### config.mk
export PLATFORM = sky130hd
export DESIGN_NAME = serial_subtractor
export DESIGN_NICKNAME = d
export VERILOG_FILES = /design/src/rtl/serial_subtractor.sv
export SDC_FILE = /design/constraint.sdc
export NUM_CORES = 1
export LEC_CHECK = 0
export BUFFER_PORTS_ARGS = -buffer_cell sky130_fd_sc_hd__buf_2
export CAP_MARGIN = 0
export CORE_UTILIZATION = 54
export CTS_BUF_LIST = sky130_fd_sc_hd__clkbuf_16
export DETAILED_ROUTE_END_ITERATION = 10
export PLACE_DENSITY = 0.84
export SLEW_MARGIN = 20
export SYNTH_ARGS = -nofsm -noshare
export SYNTH_HDL_FRONTEND = slang
export SYNTH_SLANG_ARGS = --single-unit
### constraint.sdc
create_clock -name clk -period 1.6 [get_ports clk]
set_input_delay 0 -clock clk [delete_from_list [all_inputs] [get_ports clk]]
set_output_delay 0 -clock clk [all_outputs]
set_load 0.02 [all_outputs]
### src/rtl/serial_subtractor.sv
// Bit-serial subtractor: one full-subtractor cell, registered borrow.
// Computes D = A - B LSB first over WIDTH cycles with start/done.
module serial_subtractor #(
    parameter int WIDTH = 8,
    localparam int CW = $clog2(WIDTH + 1)
) (
    input  logic             clk,
    input  logic             rst_n,
    input  logic             start,
    input  logic [WIDTH-1:0] A,
    input  logic [WIDTH-1:0] B,
    output logic             busy,
    output logic             done,
    output logic [WIDTH-1:0] D,
    output logic             Bo,
    output logic             Z
);

    typedef enum logic [1:0] {
        IDLE,
        RUN,
        DONE
    } state_t;

    localparam logic [CW-1:0] LAST = CW'(WIDTH - 1);

    state_t           state_q, state_d;
    logic [WIDTH-1:0] sa_q, sa_d;
    logic [WIDTH-1:0] sb_q, sb_d;
    logic [WIDTH-1:0] pr_q, pr_d;
    logic             br_q, br_d;
    logic [CW-1:0]    cnt_q, cnt_d;
    logic [WIDTH-1:0] res_q, res_d;
    logic             bo_q, bo_d;
    logic             z_q, z_d;

    logic             bit_a;
    logic             bit_b;
    logic             bit_d;
    logic             br_nxt;
    logic [WIDTH-1:0] pr_nxt;
    logic             accept;

    assign bit_a  = sa_q[0];
    assign bit_b  = sb_q[0];
    assign bit_d  = bit_a ^ bit_b ^ br_q;
    assign br_nxt = (~bit_a & bit_b) | (~bit_a & br_q) | (bit_b & br_q);
    assign pr_nxt = {bit_d, pr_q[WIDTH-1:1]};
    // A new request is taken in IDLE or straight out of DONE, never in RUN.
    assign accept = start && (state_q != RUN);

    // Next-state and datapath update for the single time-multiplexed cell.
    always_comb begin
        state_d = state_q;
        sa_d    = sa_q;
        sb_d    = sb_q;
        pr_d    = pr_q;
        br_d    = br_q;
        cnt_d   = cnt_q;
        res_d   = res_q;
        bo_d    = bo_q;
        z_d     = z_q;
        unique case (state_q)
            RUN: begin
                sa_d  = sa_q >> 1;
                sb_d  = sb_q >> 1;
                pr_d  = pr_nxt;
                br_d  = br_nxt;
                cnt_d = cnt_q + CW'(1);
                if (cnt_q == LAST) begin
                    state_d = DONE;
                    res_d   = pr_nxt;
                    bo_d    = br_nxt;
                    z_d     = (pr_nxt == '0);
                end
            end
            DONE: begin
                state_d = IDLE;
            end
            default: begin
                state_d = IDLE;
            end
        endcase
        if (accept) begin
            state_d = RUN;
            sa_d    = A;
            sb_d    = B;
            br_d    = 1'b0;
            cnt_d   = '0;
        end
    end

    // State and datapath registers; reset aborts any operation in flight.
    always_ff @(posedge clk or negedge rst_n) begin
        if (!rst_n) begin
            state_q <= IDLE;
            sa_q    <= '0;
            sb_q    <= '0;
            pr_q    <= '0;
            br_q    <= 1'b0;
            cnt_q   <= '0;
            res_q   <= '0;
            bo_q    <= 1'b0;
            z_q     <= 1'b1;
        end else begin
            state_q <= state_d;
            sa_q    <= sa_d;
            sb_q    <= sb_d;
            pr_q    <= pr_d;
            br_q    <= br_d;
            cnt_q   <= cnt_d;
            res_q   <= res_d;
            bo_q    <= bo_d;
            z_q     <= z_d;
        end
    end

    assign busy = (state_q == RUN);
    assign done = (state_q == DONE);
    assign D    = res_q;
    assign Bo   = bo_q;
    assign Z    = z_q;

endmodule

==> results of run 1 <==
-- stage by stage --
| step | total power (W) | worst slack [ns] | std cells | instance area (um2) |
|---|---|---|---|---|
| floorplan | 0.00284 | 0.211 | 151 | 1760 |
| global placement | 0.00316 | 0.188 | 220 | 1950 |
| detailed placement | 0.00329 | 0.137 | 220 | 1950 |
| CTS | 0.00441 | 0.103 | 231 | 2140 |
| global route | 0.00467 | 0.0537 | 231 | 2140 |
| finish | 0.00436 | 0.106 | 231 | 2140 |
-- cells in the mapped netlist (2+ instances only) --
cell type  count
inv_1          2
dfrtp_1       39
nor2_1         5
nand2_1       36
buf_2          2
nand2b_1       2
mux2i_1       18
mux2_4         7
clkbuf_1       5
mux2_2         4
o21ai_0       18
-- final cells by class --
| class | count | area (um2) | share of cell area |
|---|---|---|---|
| Clock buffer | 5 | 125 | 0.0585 |
| Timing Repair Buffer | 36 | 215 | 0.101 |
| Inverter | 3 | 13.8 | 0.00643 |
| Multi-Input combinational cell | 100 | 691 | 0.323 |
| Clock inverter | 3 | 37.5 | 0.0175 |
| Tap cell | 44 | 55.1 | 0.0257 |
| Sequential cell | 40 | 1000 | 0.468 |
-- worst paths after layout --
path / endpoint / slack (ns)
min reg2reg: sa_q[1] / 0.49
max reg2reg: Z / 0.11
min: sa_q[4] / 0.01
max in group asynchronous: cnt_q[1] / 0.92
max: Z / 0.11
min in group asynchronous: D[3] / 0.21
-- report_power, final --
group | internal, W | switching, W
Sequential | 0.00147 | 0.000311
Combinational | 0.000657 | 0.000838
Clock | 0.000724 | 0.000369
-- critical path, delay by kind of cell, from the launching register on --
kind | cells | cell delay, ns
DFF | 1 | 0.35
muxes | 1 | 0.25
buffers and inverters | 1 | 0.07
and+or+nand+nor | 1 | 0.23
adders and majority gates | 1 | 0.52
-- flip-flops by register name, indices dropped and copies added, names as in the netlist --
name / flops
br_q: 1
sb_q: 8
sa_q: 8
Bo: 1
pr_q: 7
D: 8
Z: 1
state_q: 2
cnt_q: 4
-- routing by layer --
metal	vias up	share of wire	global-route usage	wire (um)
met5	-	0	0	0
met4	0	0.029	0.126	90
met3	10	0.036	0.0568	112
met2	30	0.51	0.344	1590
met1	595	0.43	0.257	1350
li1	573	-	-	-
-- what timing repair did --
action / in CTS / in global routing
hold buffers: 3 / 0
endpoints found under the hold margin: 21 / 0
gates resized for setup: 0 / 0
-- logic make-up after synthesis --
family | after synthesis
adders and majority gates | 2
DFF | 40
and+or+nand+nor | 50
muxes | 29
xor gates and xnor gates | 1
buffers and inverters | 11
AOI/OAI and AO/OA | 18
==> impl_metrics.csv, run 1 <==
group,metric,value,unit
run_status,status,"finished, final reports clean",
synthesis,synth_fa_ha_area_frac,0.0185,
drt,wl,3140,um
cts,clk_pin_slew,0.05,ns
global_route,grt_pass1_wl,5290,um
layout,fin_nets,207,
layout,layout_commonest_cell,"dfrtp_1",
timing,slew_headroom,0.648,
drt,drcViolationCount,0,
worst_setup_path,cp.arrival,1.70,ns
cts,root_buffer,"clkbuf_16",
pwr,p_leak,1.07,nW
place,place_congestion,0.792,
synthesis,yosys.area.top_type,"dfrtp_1",
synthesis,synth-simple-area-share,0.130,
drt,routedWlPerCell,13.6,um
global_route,antenna_found_initial,0,
die,start_util,0.570,
worst_setup_path,end_kind,"flop",
layout,final_cell_mix,"dfrtp_1 (39), nand2_1 (36), buf_2 (30), mux2i_1 (18), o21ai_0 (18)",
die,num_io_pins,31,
timing,hold_slack,0.0118,ns
timing,slew_viol_final,0,
timing,setup_viol,0,
cts,cts_made_buffers,5,
synthesis,yosys.cell_types.count,24,
die,rows,20,
worst_setup_path,crit_path_start_kind,"flop",
drt,vias,1208,
drt,drtIter0Drc,37,
timing,max_freq,669,MHz
die,die_h,59.0,um
worst_setup_path,worstPathMaxFanout,3,
pwr,ir_drop,1040,uV
pwr,pwr_density_cell,2040,nW/um2
layout,area_delta_synth_final,21.9,%
die,coreArea,3080,um2
layout,final_core_util,0.695,
synthesis,synth_edf_count,0,
synthesis,synth.top_cell.area_share,0.556,
synthesis,yosysWarnings,0,
global_route,grt-ovfl-total,0,
synthesis,seq_area_frac_synth,0.571,
place,portBuffers,30,
synthesis,synth_compound_area_frac,0.0513,
timing,period_minus_slack,1.49,ns
worst_setup_path,worstPathCellList,"inv_1 -> fa_1 -> and4b_1 -> mux2_4",
worst_setup_path,cp_slowest_cell,"fa_1",
cts,cts_sinks,40,
die,die-area,3480,um2
drt,firstDrtPassIters,5,
worst_setup_path,required,1.81,ns
synthesis,synth.avg_cell_area,11.6,um2
timing,hold_viol_final,0,
hold_path,hp-start,"A[4]",
hold_path,hold_path_depth,3,
synthesis,synthCells,151,
layout,fillers,258,
worst_setup_path,r2r_cells,4,
synthesis,synthMuxAreaShare,0.188,
cts,cts_tree,"done",
drt,detail-route-antenna-nets,0,
timing,setup-tns-final,0,ns
layout,layout-drive-gt1-share,0.289,
timing,timing.final.crit_share,0.934,
cts,postCtsSetupBuffers,0,
synthesis,synth_nets,172,
worst_setup_path,slowest_delay,0.52,ns
cts,htreeDepth,2,
global_route,grt_max_degree,45,
synthesis,synthArstFlopShare,1.00,
synthesis,synth_xor_area_frac,0.00499,
worst_setup_path,rr_startpoint,"sa_q[0]",
cts,clock_path_buffers,2,
hold_path,min_path_type,"in2reg",
synthesis,synth.cell_area,1760,um2
drt,vias_per_cell,5.23,
timing,skew,0.00220,ns
place,place_hpwl,2140,um
synthesis,ys_ff_latch,40,
cts,insertion_delay,0.28,ns
timing,worst_pin_slew,0.527,ns
layout,num_antenna_cells,0,
flow_run,max_cap_viol_count,0,
synthesis,synth_ff_type,"dfrtp_1",
die,die-width,59.0,um
synthesis,synth_area_leaders,"dfrtp_1 (56%), mux2i_1 (10%), nand2_1 (7.7%)",
synthesis,synth_top_family_by_area,"multiplexers",
global_route,first_global_vias,1220,
global_route,grt_use_total,0.213,
worst_setup_path,cp-startpoint,"sa_q[0]",
worst_setup_path,worst-setup-path-type,"reg2reg",
timing,grt_setup_unrepaired,"false",
No activity file was read; power rests on OpenSTA's default activity.
==> inputs of run 2 (changes only) <==
- CELL_PAD_IN_SITES_DETAIL_PLACEMENT: not set -> 1
- CELL_PAD_IN_SITES_GLOBAL_PLACEMENT: not set -> 1
- CORE_UTILIZATION: 54 -> 43
- PLACE_DENSITY: 0.84 -> 0.85
==> impl_metrics.csv, run 2 (synthesized netlist as in run 1, its figures left out) <==
group,metric,value,unit
run_status,status,"finished, final reports clean",
pwr,swShare,0.377,
die,rows,22,
worst_setup_path,cp.arrival,1.74,ns
pwr,p_clk_frac,0.215,
global_route,grt_util_met1,0.241,
place,place_inst,224,
cts,htreeDepth,2,
drt,firstDrtPassIters,4,
cts,cts_sinks,40,
layout,layout-drive-gt1-share,0.285,
timing,setup_viol,0,
cts,cts_tree,"done",
layout,layout_commonest_cell,"dfrtp_1",
place,place_hpwl,2630,um
timing,max_freq,653,MHz
pwr,pwr_density_cell,2050,nW/um2
layout,fin_nets,206,
global_route,grt_pass1_wl,6620,um
worst_setup_path,worst-setup-path-type,"reg2reg",
pwr,seqPwrFrac,0.419,
layout,final_cell_mix,"dfrtp_1 (39), nand2_1 (36), buf_2 (30), mux2i_1 (18), o21ai_0 (18)",
drt,detail-route-antenna-nets,0,
timing,worst_pin_slew,0.554,ns
hold_path,hold_path_depth,3,
cts,cts_made_buffers,5,
global_route,met3_usage,0.0414,
die,die-width,65.9,um
cts,root_buffer,"clkbuf_16",
timing,grt_setup_unrepaired,"false",
cts,postCtsSetupBuffers,0,
global_route,grt_use_total,0.213,
hold_path,hp-start,"B[7]",
timing,period_minus_slack,1.53,ns
die,die-area,4340,um2
timing,setup_ws,0.0686,ns
die,start_util,0.462,
worst_setup_path,r2r_setup_slack,0.07,ns
layout,final_cells,234,
timing,timing.final.crit_share,0.957,
cts,insertion_delay,0.28,ns
drt,drcViolationCount,0,
worst_setup_path,required,1.81,ns
layout,num_antenna_cells,0,
drt,wl,3980,um
global_route,met2_usage,0.379,
cts,clock_path_buffers,2,
global_route,first_global_vias,1339,
drt,vias_per_cell,5.28,
worst_setup_path,end_kind,"flop",
global_route,grt.busiest_layer,"met2",
drt,drtIter0Drc,52,
flow_run,max_cap_viol_count,0,
global_route,grt-ovfl-total,0,
die,die_h,65.9,um
timing,skew,0.00607,ns
worst_setup_path,regToRegEndpoint,"Z",
global_route,grt_max_degree,45,
drt,vias,1236,
place,post_dp_cell_area,1950,um2
worst_setup_path,worstPathMaxFanout,3,
cts,holdBufCountCts,2,
worst_setup_path,r2r_cells,4,
pwr,ir_drop,751,uV
pwr,p_total,0.00432,W
pwr,cell_internal_pwr,0.00269,W
timing,slew_viol_final,0,
die,num_io_pins,31,
place,post-place-ws,0.0663,ns
pwr,pwr-share-comb,0.367,
timing,setup-tns-final,0,ns
hold_path,min_path_type,"in2reg",
timing,slew_headroom,0.631,
hold_path,worstHoldEndpoint,"sb_q[7]",
place,portBuffers,30,
cts,clk_pin_slew,0.06,ns
worst_setup_path,rr_startpoint,"sa_q[0]",
global_route,antenna_found_initial,0,
drt,routedWlPerCell,17.0,um
pwr,p_leak,1.06,nW
timing,hold_viol_final,0,
layout,area_delta_synth_final,20.1,%
cts,cts_resized,0,
worst_setup_path,crit_path_start_kind,"flop",
die,coreArea,3800,um2
place,place_congestion,0.744,
layout,fin_area,2110,um2
pwr,p_sw,0.00163,W
run 2: cell types whose count changed in the layout (fill, tap and decap cells not counted), sizes merged:
cell,before,now
bufinv,1,0
inv,3,4
dlygate4sd3,3,2
run 2: worst max path at each step:
stage | start | to | slack [ns] | cells after the start
floorplan | sa_q[0] | Z | 0.21 | 4
global placement | sa_q[0] | Z | 0.17 | 4
detailed placement | sa_q[0] | Z | 0.07 | 4
CTS | sa_q[0] | Z | 0.06 | 4
global route | sa_q[0] | Z | 0.02 | 4
finish | sa_q[0] | Z | 0.07 | 4
run 2: layer usage:
| layer | vias up | part of all wire |
|---|---|---|
| li1 | 571 | - |
| met1 | 623 | 0.41 |
| met2 | 29 | 0.53 |
| met3 | 13 | 0.026 |
| met4 | 0 | 0.029 |
| met5 | - | 0 |
run 2: area by class of cell:
type / count / area (um2)
Tap cell: 48 / 60.1
Multi-Input combinational cell: 100 / 691
Sequential cell: 40 / 1000
Inverter: 3 / 13.8
Timing Repair Buffer: 35 / 205
Clock inverter: 3 / 11.3
Fill cell: 422 / 1690
Clock buffer: 5 / 125
run 2: worst max-delay path, stage by stage, from the launching register on:
cell and delay [ns]:
dfrtp_1 0.34, inv_1 0.07, fa_1 0.56, and4b_1 0.24
mux2_4 0.25
run 2: power groups by stage:
stage / registers (W) / logic, W / clock network, W
3_3_place_gp: 0.00175 / 0.00144 / 0
6_report: 0.00181 / 0.00158 / 0.000926
5_1_grt: 0.00186 / 0.00177 / 0.000985
2_1_floorplan: 0.00184 / 0.000999 / 0
4_1_cts: 0.00181 / 0.00161 / 0.000946
3_5_place_dp: 0.00181 / 0.00157 / 0
run 2: stage by stage:
| stage | hold slack (ns) | util |
|---|---|---|
| final | 0.0109 | 0.555 |
| after global routing | 0.0435 | 0.555 |
| after CTS | 0.0136 | 0.555 |
| after detailed placement | 0.000473 | 0.514 |
| after global placement | -0.0207 | 0.514 |
| after floorplan | -0.296 | - |
